===== config.mk =====
export PLATFORM = sky130hd
export DESIGN_NAME = load_unit
export DESIGN_NICKNAME = d
export VERILOG_FILES = /design/src/rtl/load_unit.sv
export SDC_FILE = /design/constraint.sdc
export NUM_CORES = 1
export LEC_CHECK = 0
export ABC_AREA = 1
export CELL_PAD_IN_SITES_DETAIL_PLACEMENT = 0
export CELL_PAD_IN_SITES_GLOBAL_PLACEMENT = 2
export CORE_MARGIN = 1
export CORE_UTILIZATION = 21
export DETAILED_ROUTE_END_ITERATION = 10
export GPL_TIMING_DRIVEN = 0
export PLACE_DENSITY_LB_ADDON = 0.25
export SLEW_MARGIN = 40
export SYNTH_ARGS = -nofsm -noshare
export SYNTH_HDL_FRONTEND = slang
export SYNTH_SLANG_ARGS = --single-unit

===== constraint.sdc =====
create_clock -name clock -period 1.6 [get_ports clock]
set_clock_uncertainty 0.1 [all_clocks]
set_input_delay 0.32 -clock clock [delete_from_list [all_inputs] [get_ports clock]]
set_output_delay 0.32 -clock clock [all_outputs]
set_load 0.01 [all_outputs]

===== src/rtl/load_unit.sv =====
// Load unit: fetches the containing word over req/ack, extracts and extends the addressed
// byte/half/word, and returns it over valid/ready. Misaligned accesses and memory timeouts error.
module load_unit #(
  parameter int unsigned WIDTH   = 32,
  parameter int unsigned TIMEOUT = 16,
  parameter int unsigned CNT_W   = 5
) (
  input  logic             clock,
  input  logic             clear,
  input  logic             req_valid,
  output logic             req_ready,
  input  logic [WIDTH-1:0] req_addr,
  input  logic [1:0]       req_size,
  input  logic             req_signed,
  output logic             mem_req,
  output logic [WIDTH-1:0] mem_addr,
  input  logic             mem_ack,
  input  logic [WIDTH-1:0] mem_rdata,
  output logic             resp_valid,
  input  logic             resp_ready,
  output logic [WIDTH-1:0] resp_data,
  output logic             resp_error
);

  typedef enum logic [1:0] {StIdle, StWait, StResp} state_e;

  state_e           r_state, w_state_next;
  logic [1:0]       r_lane, w_lane_next;
  logic [1:0]       r_size, w_size_next;
  logic             r_signed, w_signed_next;
  logic [WIDTH-1:0] r_addr, w_addr_next;
  logic [CNT_W-1:0] r_cnt, w_cnt_next;
  logic [WIDTH-1:0] r_data, w_data_next;
  logic             r_error, w_error_next;

  logic             w_illegal;
  logic [7:0]       w_byte;
  logic [15:0]      w_half;
  logic [WIDTH-1:0] w_ext;

  assign req_ready  = (r_state == StIdle);
  assign mem_req    = (r_state == StWait);
  assign resp_valid = (r_state == StResp);
  assign mem_addr   = r_addr;
  assign resp_data  = r_data;
  assign resp_error = r_error;

  always_comb begin
    w_illegal = (req_size == 2'b11)
             || ((req_size == 2'b01) && req_addr[0])
             || ((req_size == 2'b10) && (req_addr[1:0] != 2'b00));
  end

  // Lane selection uses the latched request attributes, so only mem_rdata is live at ack time.
  always_comb begin
    w_byte = mem_rdata[7:0];
    unique case (r_lane)
      2'd0: w_byte = mem_rdata[7:0];
      2'd1: w_byte = mem_rdata[15:8];
      2'd2: w_byte = mem_rdata[23:16];
      2'd3: w_byte = mem_rdata[31:24];
      default: w_byte = mem_rdata[7:0];
    endcase
    w_half = r_lane[1] ? mem_rdata[31:16] : mem_rdata[15:0];
    case (r_size)
      2'b00:   w_ext = {{(WIDTH-8){r_signed & w_byte[7]}}, w_byte};
      2'b01:   w_ext = {{(WIDTH-16){r_signed & w_half[15]}}, w_half};
      default: w_ext = mem_rdata;
    endcase
  end

  always_comb begin
    w_state_next  = r_state;
    w_lane_next   = r_lane;
    w_size_next   = r_size;
    w_signed_next = r_signed;
    w_addr_next   = r_addr;
    w_cnt_next    = r_cnt;
    w_data_next   = r_data;
    w_error_next  = r_error;
    unique case (r_state)
      StIdle: begin
        if (req_valid) begin
          w_lane_next   = req_addr[1:0];
          w_size_next   = req_size;
          w_signed_next = req_signed;
          w_cnt_next    = '0;
          if (w_illegal) begin
            w_state_next = StResp;
            w_data_next  = '0;
            w_error_next = 1'b1;
          end else begin
            w_state_next = StWait;
            w_addr_next  = {req_addr[WIDTH-1:2], 2'b00};
          end
        end
      end
      StWait: begin
        // Ack on the final timeout cycle takes priority over the timeout.
        if (mem_ack) begin
          w_state_next = StResp;
          w_data_next  = w_ext;
          w_error_next = 1'b0;
        end else if (r_cnt == CNT_W'(TIMEOUT - 1)) begin
          w_state_next = StResp;
          w_data_next  = '0;
          w_error_next = 1'b1;
        end else begin
          w_cnt_next = r_cnt + CNT_W'(1);
        end
      end
      StResp: begin
        if (resp_ready) begin
          w_state_next = StIdle;
        end
      end
      default: w_state_next = StIdle;
    endcase
  end

  always_ff @(posedge clock) begin
    if (clear) begin
      r_state  <= StIdle;
      r_lane   <= '0;
      r_size   <= '0;
      r_signed <= 1'b0;
      r_addr   <= '0;
      r_cnt    <= '0;
      r_data   <= '0;
      r_error  <= 1'b0;
    end else begin
      r_state  <= w_state_next;
      r_lane   <= w_lane_next;
      r_size   <= w_size_next;
      r_signed <= w_signed_next;
      r_addr   <= w_addr_next;
      r_cnt    <= w_cnt_next;
      r_data   <= w_data_next;
      r_error  <= w_error_next;
    end
  end

endmodule


**Word-level counts from Yosys, hierarchy flattened**

Index checks and enable logic that the tools add are counted.

- Mux-type cells: 23
- Reductions and logical operators: 14
- Add/subtract/negate cells: 1
- Equal/unequal tests: 16
- Bitwise operators: 3

Operator list:

| kind | count |
|---|---|
| 2-to-1 mux 32 bit | 4 |
| case mux 32 bit (2 select lines) | 2 |
| case mux 8 bit (4 select lines) | 1 |
| 2-to-1 mux 16 bit | 1 |
| 2-to-1 mux 5 bit | 3 |
| == test 2 bit, second input constant | 5 |
| 2-to-1 mux 2 bit | 5 |
| case mux 5 bit (2 select lines) | 1 |
| == test 2 x 1 -> 1 bit, second input constant | 4 |
| AND reduction 4 bit | 2 |
| zero test 2 bit | 3 |
| != test 2 bit, second input constant | 3 |
| case mux 2 bit (3 select lines) | 1 |
| AND reduction 3 bit | 2 |
| adder 5 x 1 -> 5 bit, second input constant | 1 |
| == test 5 x 4 -> 1 bit, second input constant | 1 |
| 2-to-1 mux 1 bit | 4 |
| != test 2 x 1 -> 1 bit, second input constant | 2 |
| nonzero test 2 bit | 2 |
| != test 3 x 1 -> 1 bit, second input constant | 1 |
| bitwise AND 1 bit | 2 |
| logical AND 1 bit | 2 |
| logical OR 1 bit | 2 |
| case mux 1 bit (2 select lines) | 1 |
| 2 further kinds | 2 |

- Logic and storage cells: 65
- Register bits after elaboration: 75
- Output and inout port bits: 68

**Depth between registers and ports, before layout**

Gate-level depths: netlist (run 1).

- Depth after elaboration: 7
- Mapped depth: 11
- Depth with buffers taken out: 10

**Worst setup path after synthesis (run 1)**

No wires, ideal clock.

- Path kind: register -> register
- From: reg r_cnt[0]
- To: reg r_data[6], in the netlist resp_data[6]
- Data arrival time: 1.503 ns
- Cell stages (with the launch flop): 12
- Path buffers: 1
- Setup slack: -0.132 ns
- Period minus slack after synthesis: 1.732 ns
- Library setup time: 0.129 ns
- Cell sequence: dfxtp_1 -> ha_1 -> inv_1 -> nor3_1 -> ha_1 -> nor2_1 -> nand2_2 -> o21ai_2 -> nand3b_4 -> buf_6 -> a21oi_1 -> nor2_1

- Cells in the longest elaborated chain, start to end: 3

Ends and longest elaborated chain:

| item | line | text |
|---|---|---|
| start, declared | 32 | `logic [CNT_W-1:0] r_cnt, w_cnt_next;` |
| start signal, assigned | 137 | `r_cnt <= w_cnt_next;` |
| == test 5 x 4 -> 1 bit | 104 | `end else if (r_cnt == CNT_W'(TIMEOUT - 1)) begin` |
| != test 3 x 1 -> 1 bit (no line) | n/a |  |
| AND reduction 4 bit (no line) | n/a |  |
| end signal, assigned | 138 | `r_data <= w_data_next;` |
| end, declared | 33 | `logic [WIDTH-1:0] r_data, w_data_next;` |

Every way passes these cells.
A chain may end at the register's enable or synchronous reset.

**Final worst setup path (run 1)**

- From: reg r_cnt[1]
- To: reg r_data[15], in the netlist resp_data[15]

The elaborated chain is that of the path after synthesis.

==> summary.md, run 1 <==
| Metric | Value |
|---|---|
| Worst r2r path cells | 12 |
| Skew-Pair Late Insertion Delay | 0.34 ns |
| Main synth FF type | dfxtp_1 |
| Gpl congestion | 0.7640 |
| CTS hold repair buffers | 0 |
| CP Capture Type | register |
| Status | complete, but fails checks |
| Remaining DRCs | 0 |
| Fmax | 0.5291 GHz |
| Seq cells post-synth | 75 |
| Hold Path Cell Cnt | 2 |
| CP Cell Sequence | ha_4 -> inv_4 -> nor3_4 -> ha_2 -> nor2_2 -> nand2_2 -> o21ai_2 -> nand3b_4 -> buf_12 -> clkbuf_16 -> nand2_4 -> a21oi_2 |
| Worst hold slack | 0.2202 ns |
| CTS tree | yes |
| First-pass GRT wire length | 19500 um |
| Area after DPL | 5263 um^2 |
| Worst EP arrival | 1.99 ns |
| Leak pwr | 2.560 nW |
| Initial antenna violation count | 1 |
| Share of layout cells above drive strength 1 | 0.1926 |
| Die area | 17380 um^2 |
| Drt total wl | 12460 um |
| Required @ worst endpoint | 1.70 ns |
| Routed wire per std cell | 14.33 um |
| Crit path buffers/inverters | 3 |
| Largest net degree at the start of global routing | 14 |
| Yosys top cell area share | 0.4240 |
| Post-synthesis instance area | 3541 um^2 |
| Clock transition at path regs | 0.06 ns |
| Root Buffer | clkbuf_16 |
| Max Buffers Root-to-Sink | 2 |
| Worst path max stage delay | 0.35 ns |
| Largest cells by area after synthesis | dfxtp_1 42%, a21oi_1 11%, nand2_1 8.6% |
| Vias | 3629 |
| Actual slew at the worst max-slew pin | 0.6934 ns |
| Cell variety after synth | 36 |
| Worst r2r src | r_cnt[1]$_SDFFE_PP0P_ |
| Total global-route track usage | 0.1455 |
| Cells after Synth | 483 |
| Via density | 4.176 |
| Syn avg cell area | 7.331 um^2 |
| Final hold violation count | 0 |
| Worst path depth | 12 |
| Antenna-violating nets left | 0 |
| Die height | 131.9 um |
| Top-count cell post-synth | nand2_1 |
| Pins Over Slew Limit | 0 |
| Failing checks | setup timing |
| Post-synth top cells | 81 x nand2_1, 75 x a21oi_1, 75 x dfxtp_1 |
| Overall power | 0.005567 W |
| # H-tree levels | 3 |
| RSZ-0062 raised after global routing | yes |
| Drt first pass iters | 4 |
| Final period util | 1.181 |
| ANT cells | 0 |
| Port buffer count | 136 |
| Ports | 140 |
| Register area share after synthesis | 0.4240 |
| CP Launch Type | register |
| Final setup vio count | 64 |
| Post-route cell area | 5799 um^2 |
| Nets@finish | 718 |
| Total CTS buffers | 9 |
| YS warnings | 0 |
| Pwr dens | 959.9 nW/um^2 |
| Initial core utilization | 0.2143 |
| Setup crit start | r_cnt[1]$_SDFFE_PP0P_ |
| Iter 0 DRT Violations | 75 |
| Hold crit path type | in2reg |
| Core area | 16520 um^2 |
| EDFF count, synth | 0 |
| Vias in the first global route | 3601 |
| DPL Wire Length | 9219 um |
| CTS Sinks | 75 |
| Setup WS post-layout | -0.2901 ns |
| Peak supply drop | 0.0005012 V |
| Hold path startpoint | clear |
| Crit Path Class | reg2reg |
| Crit-path slowest cell | dfxtp_2 |
| Worst-path fanout max | 5 |
| Max-cap viol count | 0 |
| Post-route minimum period | 1.890 ns |
| Area Growth Syn to Fin | 63.78% |
| Rows | 47 |
| CP delay by family, top | simple AND/OR/NAND/NOR gates |
| Post-synth top area cell | dfxtp_1 |
| Die Width | 131.9 um |
| Async set-or-reset flop fraction in the synthesized netlist | 0 |
| Slew headroom | 0.5377 |
| GRT Residual Overflow | 0 |
==> flip-flops by register name, summed over array words and instances (netlist names) <==
signal	cells
r_size	2
r_cnt	5
resp_data	32
resp_error	1
r_state	2
r_lane	2
mem_addr	30
r_signed	1
==> cell usage in the layout (no fill, tap or decap), types with 2 or more instances in the layout <==
cell | Yosys | layout
nor2_4 | 2 | 2
o211ai_1 | 11 | 11
inv_2 | 3 | 3
clkbuf_8 | 0 | 2
clkdlybuf4s50_1 | 0 | 70
nand2_2 | 13 | 14
clkbuf_16 | 0 | 10
a21oi_2 | 12 | 18
nand2_1 | 81 | 66
buf_12 | 1 | 3
dfxtp_1 | 75 | 71
o21ai_1 | 5 | 6
nand3_1 | 13 | 13
o21ai_0 | 43 | 40
clkinv_4 | 0 | 2
nand3_4 | 2 | 2
nor3_4 | 0 | 2
a21oi_1 | 75 | 69
nor2_2 | 0 | 3
buf_6 | 3 | 3
conb_1 | 1 | 2
inv_1 | 59 | 57
nand2_4 | 0 | 13
clkinvlp_4 | 0 | 2
o21ai_2 | 1 | 3
dfxtp_4 | 0 | 3
buf_4 | 3 | 13
nor2_1 | 37 | 34
buf_2 | 7 | 9
dlygate4sd2_1 | 0 | 63
clkbuf_1 | 15 | 11
nor3_1 | 6 | 3
clkbuf_4 | 0 | 2
==> path summary, 6_finish.rpt <==
check                                             endpoint  slack [ns]
worst max register to register  resp_data[15]$_SDFFE_PP0P_       -0.29
worst max-delay path            resp_data[15]$_SDFFE_PP0P_       -0.29
worst min-delay path               r_state[1]$_SDFFE_PP0P_        0.22
worst min register to register   mem_addr[20]$_SDFFE_PP0P_        0.34
==> final cells by class <==
| type | instances | area (um^2) |
|---|---|---|
| inverter | 63 | 251.5 |
| sequential | 75 | 1514 |
| tap | 220 | 275.3 |
| buffer | 31 | 217.7 |
| multi-input combinational | 315 | 1812 |
| clock buffer | 11 | 242.7 |
| timing repair buffer | 149 | 1424 |
| clock inverter | 5 | 62.56 |
| fill | 1726 | 10730 |
==> report_power, final <==
| group | switching [W] | internal, W |
|---|---|---|
| Sequential | 0.0000827 | 0.00199 |
| Clock | 0.000854 | 0.00126 |
| Combinational | 0.000733 | 0.000655 |
==> cell families (layout without fill, tap and decap cells) <==
logic type / after synthesis / count (layout) / synth area share
other: 1 / 2 / 0.001059
AO/OA/AOI/OAI: 152 / 152 / 0.2421
buffers and inverters: 94 / 259 / 0.1208
AND/OR/NAND/NOR: 159 / 159 / 0.2049
flip-flops: 75 / 75 / 0.4240
adder cells (fa/ha/maj): 2 / 2 / 0.007066
==> worst reg2reg max path, delay by kind of cell (launching register included) <==
family | cells | cell delay [ns]
AND/OR/NAND/NOR | 5 | 0.49
buffers and inverters | 3 | 0.37
flip-flops | 1 | 0.35
adder cells (fa/ha/maj) | 2 | 0.34
AO/OA/AOI/OAI | 2 | 0.09
==> what timing repair did <==
action,CTS,global route
gates cloned,1,1
endpoints found under the setup margin,136,70
gates resized for setup,99,31
pin swaps,3,12
setup buffers,7,4
==> routing by layer <==
metal	GRT usage	part of all wire
met1	0.1714	0.45
met2	0.2343	0.45
met3	0.07074	0.089
met4	0.03941	0.011
met5	0	0.00088
==> metrics by stage <==
stage,setup slack [ns],util,TNS [ns],std cells
finish,-0.2901,0.3510,-9.992,869
global route,-0.4218,0.3510,-17.96,869
CTS,-0.2915,0.3417,-10.25,864
detailed placement,-0.6303,0.3185,-35.50,840
global placement,-0.5916,0.3185,-34.21,840
floorplan,-0.05448,-,-0.9396,484
No activity file was read; power rests on OpenSTA's default activity.
==> run 2, diff against run 1 <==
GPL_TIMING_DRIVEN = unset   (was 0)
==> run 2 against run 1 <==
Against the previous run: the flow still finishes with violations (setup timing); clock-buffer cell count fell by 1; worst hold slack improved by 0.12 ns; global-route usage rose by 0.12 points; combinational power fell by 3%; clock power rose by 9.5%; sequential cell count did not move; critical path depth fell by 1; non-clock buffer count rose by 11; die area did not move; cell area rose by 2.1%; sequential share of layout area fell by 0.67 points; largest power group unchanged; highest routed layer unchanged.
==> summary.md, run 2 (synthesized netlist as in run 1, its figures left out) <==
| Metric | Value |
|---|---|
| Status | complete, but fails checks (unchanged) |
| Failing checks | setup timing (unchanged) |
| Worst-path fanout max | 19 (was 5) |
| Clock transition at path regs | 0.06 ns (about the same) |
| CTS Sinks | 75 (unchanged) |
| Antenna-violating nets left | 0 (unchanged) |
| Peak supply drop | 0.0006248 V (was 0.0005012 V) |
| Fmax | 0.5713 GHz (was 0.5291 GHz) |
| Die Width | 131.9 um (unchanged) |
| Core area | 16520 um^2 (unchanged) |
| Die area | 17380 um^2 (unchanged) |
| Vias | 3696 (was 3629) |
| Flop pwr share | 0.360 (was 0.371) |
| Share of layout cells above drive strength 1 | 0.2261 (was 0.1926) |
| Setup TNS | -5.029 ns (was -9.992 ns) |
| ANT cells | 0 (unchanged) |
| Crit-path slowest cell | dfxtp_2 (unchanged) |
| Worst r2r path cells | 11 (was 12) |
| Critical R2R Capture | resp_data[11]$_SDFFE_PP0P_ (was resp_data[15]$_SDFFE_PP0P_) |
| Setup crit start | r_cnt[1]$_SDFFE_PP0P_ (unchanged) |
| Crit Path Class | reg2reg (unchanged) |
| Drt total wl | 12290 um (was 12460 um) |
| Crit path buffers/inverters | 2 (was 3) |
| Power share of the combinational group | 0.236 (was 0.249) |
| Worst path depth | 11 (was 12) |
| Max-cap viol count | 0 (unchanged) |
| Worst EP arrival | 1.92 ns (was 1.99 ns) |
| Area Growth Syn to Fin | 67.28% (was 63.78%) |
| Sw Pwr | 0.001577 W (was 0.001670 W) |
| RSZ-0062 raised after global routing | yes (unchanged) |
| Port buffer count | 137 (was 136) |
| Pwr dens | 965.3 nW/um^2 (was 959.9 nW/um^2) |
| CP Launch Type | register (unchanged) |
| Iter 0 DRT Violations | 147 (was 75) |
| M1 GR Usage | 0.1669 (was 0.1714) |
| Ports | 140 (unchanged) |
| Clock power share | 0.404 (was 0.379) |
| DPL Wire Length | 8878 um (was 9219 um) |
| Via density | 4.205 (was 4.176) |
| Skew-Pair Late Insertion Delay | 0.33 ns (was 0.34 ns) |
| Pins Over Slew Limit | 0 (unchanged) |
| Leak pwr | 2.623 nW (was 2.560 nW) |
| Reg2reg setup slack | -0.15 ns (was -0.29 ns) |
| Worst setup endpoint | resp_data[11]$_SDFFE_PP0P_ (was resp_data[15]$_SDFFE_PP0P_) |
| Commonest non-fill, non-tap cells in the layout | 71 x clkdlybuf4s50_1, 71 x dfxtp_1, 69 x nand2_1 (was 71 x dfxtp_1, 70 x clkdlybuf4s50_1, 69 x a21oi_1) |
| CP delay by family, top | simple AND/OR/NAND/NOR gates (unchanged) |
| First-pass GRT wire length | 19930 um (was 19500 um) |
| Required @ worst endpoint | 1.77 ns (was 1.70 ns) |
| Routed wire per std cell | 13.98 um (was 14.33 um) |
| Nets@finish | 729 (was 718) |
| Post-route minimum period | 1.750 ns (was 1.890 ns) |
| GRT Residual Overflow | 0 (unchanged) |
| Final setup vio count | 66 (was 64) |
| CP Cell Sequence | ha_4 -> inv_4 -> nor3_4 -> ha_2 -> nor2_2 -> nand2_2 -> o21ai_2 -> nand3b_4 -> buf_12 -> nand2_1 -> a21oi_2 (was ha_4 -> inv_4 -> nor3_4 -> ha_2 -> nor2_2 -> nand2_2 -> o21ai_2 -> nand3b_4 -> buf_12 -> clkbuf_16 -> nand2_4 -> a21oi_2) |
| CP Capture Type | register (unchanged) |
| Sw frac | 0.2757 (was 0.2999) |
| Worst r2r src | r_cnt[1]$_SDFFE_PP0P_ (unchanged) |
| M3 GR Usage | 0.07574 (was 0.07074) |
| Drt first pass iters | 5 (was 4) |
| Worst path max stage delay | 0.33 ns (was 0.35 ns) |
| DP Worst Slack | -0.3861 ns (was -0.6303 ns) |
| Largest register FFs | 32 (unchanged) |
| Remaining DRCs | 0 (unchanged) |
| Grt peak-use layer | met2 (unchanged) |
| Initial core utilization | 0.2143 (unchanged) |
| Total CTS buffers | 9 (unchanged) |
| Largest net degree at the start of global routing | 40 (was 14) |
| Hold crit path type | reg2reg (was in2reg) |
| Total global-route track usage | 0.1468 (was 0.1455) |
| Root Buffer | clkbuf_16 (unchanged) |
| Vias in the first global route | 3855 (was 3601) |
| CTS tree | yes (unchanged) |
| Rows | 47 (unchanged) |
| Setup WS post-layout | -0.1503 ns (was -0.2901 ns) |
| Final period util | 1.094 (was 1.181) |
| Gpl congestion | 0.7656 (was 0.7640) |
| Initial antenna violation count | 1 (unchanged) |
| GR Util met2 | 0.2396 (was 0.2343) |
| Die height | 131.9 um (unchanged) |
| Internal Power | 0.004141 W (was 0.003897 W) |
| # H-tree levels | 3 (unchanged) |
| Max Buffers Root-to-Sink | 2 (unchanged) |
| Final hold violation count | 0 (unchanged) |
run 2: cell count changes in the layout (fill, tap and decap cells not counted), moves of 4 or more:
cell,previous run,this run
a21oi_2,18,24
nand2_2,14,18
buf_2,9,2
a21oi_1,69,63
nand2_4,13,7
buf_4,13,45
clkbuf_1,11,1
run 2: area by class of cell:
cell class / count / area, um^2
Clock buffer: 10 / 229.0
Clock inverter: 5 / 102.6
Fill cell: 1770 / 10600
Inverter: 63 / 249.0
Multi-Input combinational cell: 315 / 1775
Sequential cell: 75 / 1506
Tap cell: 220 / 275.3
Timing Repair Buffer: 191 / 1785
run 2: worst reg2reg max path: cells and delay by family (launching register included):
| kind | cells | cell delay (ns) |
|---|---|---|
| and+or+nand+nor | 5 | 0.48 |
| DFF | 1 | 0.33 |
| AOI/OAI and AO/OA | 2 | 0.18 |
| adders and majority gates | 2 | 0.35 |
| buffers and inverters | 2 | 0.24 |
run 2: repair_timing:
action	in CTS	in global routing
gates resized for setup	94	16
endpoints found under the setup margin	110	71
hold buffers	0	0
hold endpoints to repair	0	0
gates cloned	1	0
pin swaps	1	3
setup buffers	1	2
run 2: per-stage QoR:
stage | util | area [um^2] | total power [W] | cells | hold WS, ns
after floorplan | - | 3626 | 0.002784 | 484 | 0.3467
after global placement | 0.3351 | 5537 | 0.003456 | 860 | 0.3302
after detailed placement | 0.3351 | 5537 | 0.003465 | 860 | 0.3371
after CTS | 0.3550 | 5867 | 0.005830 | 877 | 0.3420
after global routing | 0.3584 | 5923 | 0.006064 | 879 | 0.3601
final | 0.3584 | 5923 | 0.005718 | 879 | 0.3365
run 2: metal layers:
metal / wire, um / part of all wire / vias to the layer above
met4: 167 / 0.014 / 2
li1: - / - / 1907
met2: 5559 / 0.45 / 124
met1: 5316 / 0.43 / 1648
met5: 13 / 0.0011 / -
met3: 1233 / 0.10 / 15
run 2: worst min-delay path by stage:
| stage | cells past startpoint | endpoint | slack [ns] | from |
|---|---|---|---|---|
| floorplan | 2 | r_cnt[4]$_SDFFE_PP0P_ | 0.35 | r_cnt[4]$_SDFFE_PP0P_ |
| global placement | 2 | mem_addr[8]$_SDFFE_PP0P_ | 0.33 | mem_addr[8]$_SDFFE_PP0P_ |
| detailed placement | 2 | mem_addr[27]$_SDFFE_PP0P_ | 0.34 | mem_addr[27]$_SDFFE_PP0P_ |
| CTS | 2 | mem_addr[8]$_SDFFE_PP0P_ | 0.34 | mem_addr[8]$_SDFFE_PP0P_ |
| global route | 2 | mem_addr[19]$_SDFFE_PP0P_ | 0.36 | mem_addr[19]$_SDFFE_PP0P_ |
| finish | 2 | mem_addr[8]$_SDFFE_PP0P_ | 0.34 | mem_addr[8]$_SDFFE_PP0P_ |
run 2: power groups by stage:
stage	Clock (W)	Sequential [W]	Combinational (W)
6_report	0.00231	0.00206	0.00135
3_3_place_gp	0	0.00210	0.00136
4_1_cts	0.00242	0.00206	0.00135
2_1_floorplan	0	0.00214	0.000644
3_5_place_dp	0	0.00210	0.00136
5_1_grt	0.00250	0.00208	0.00148
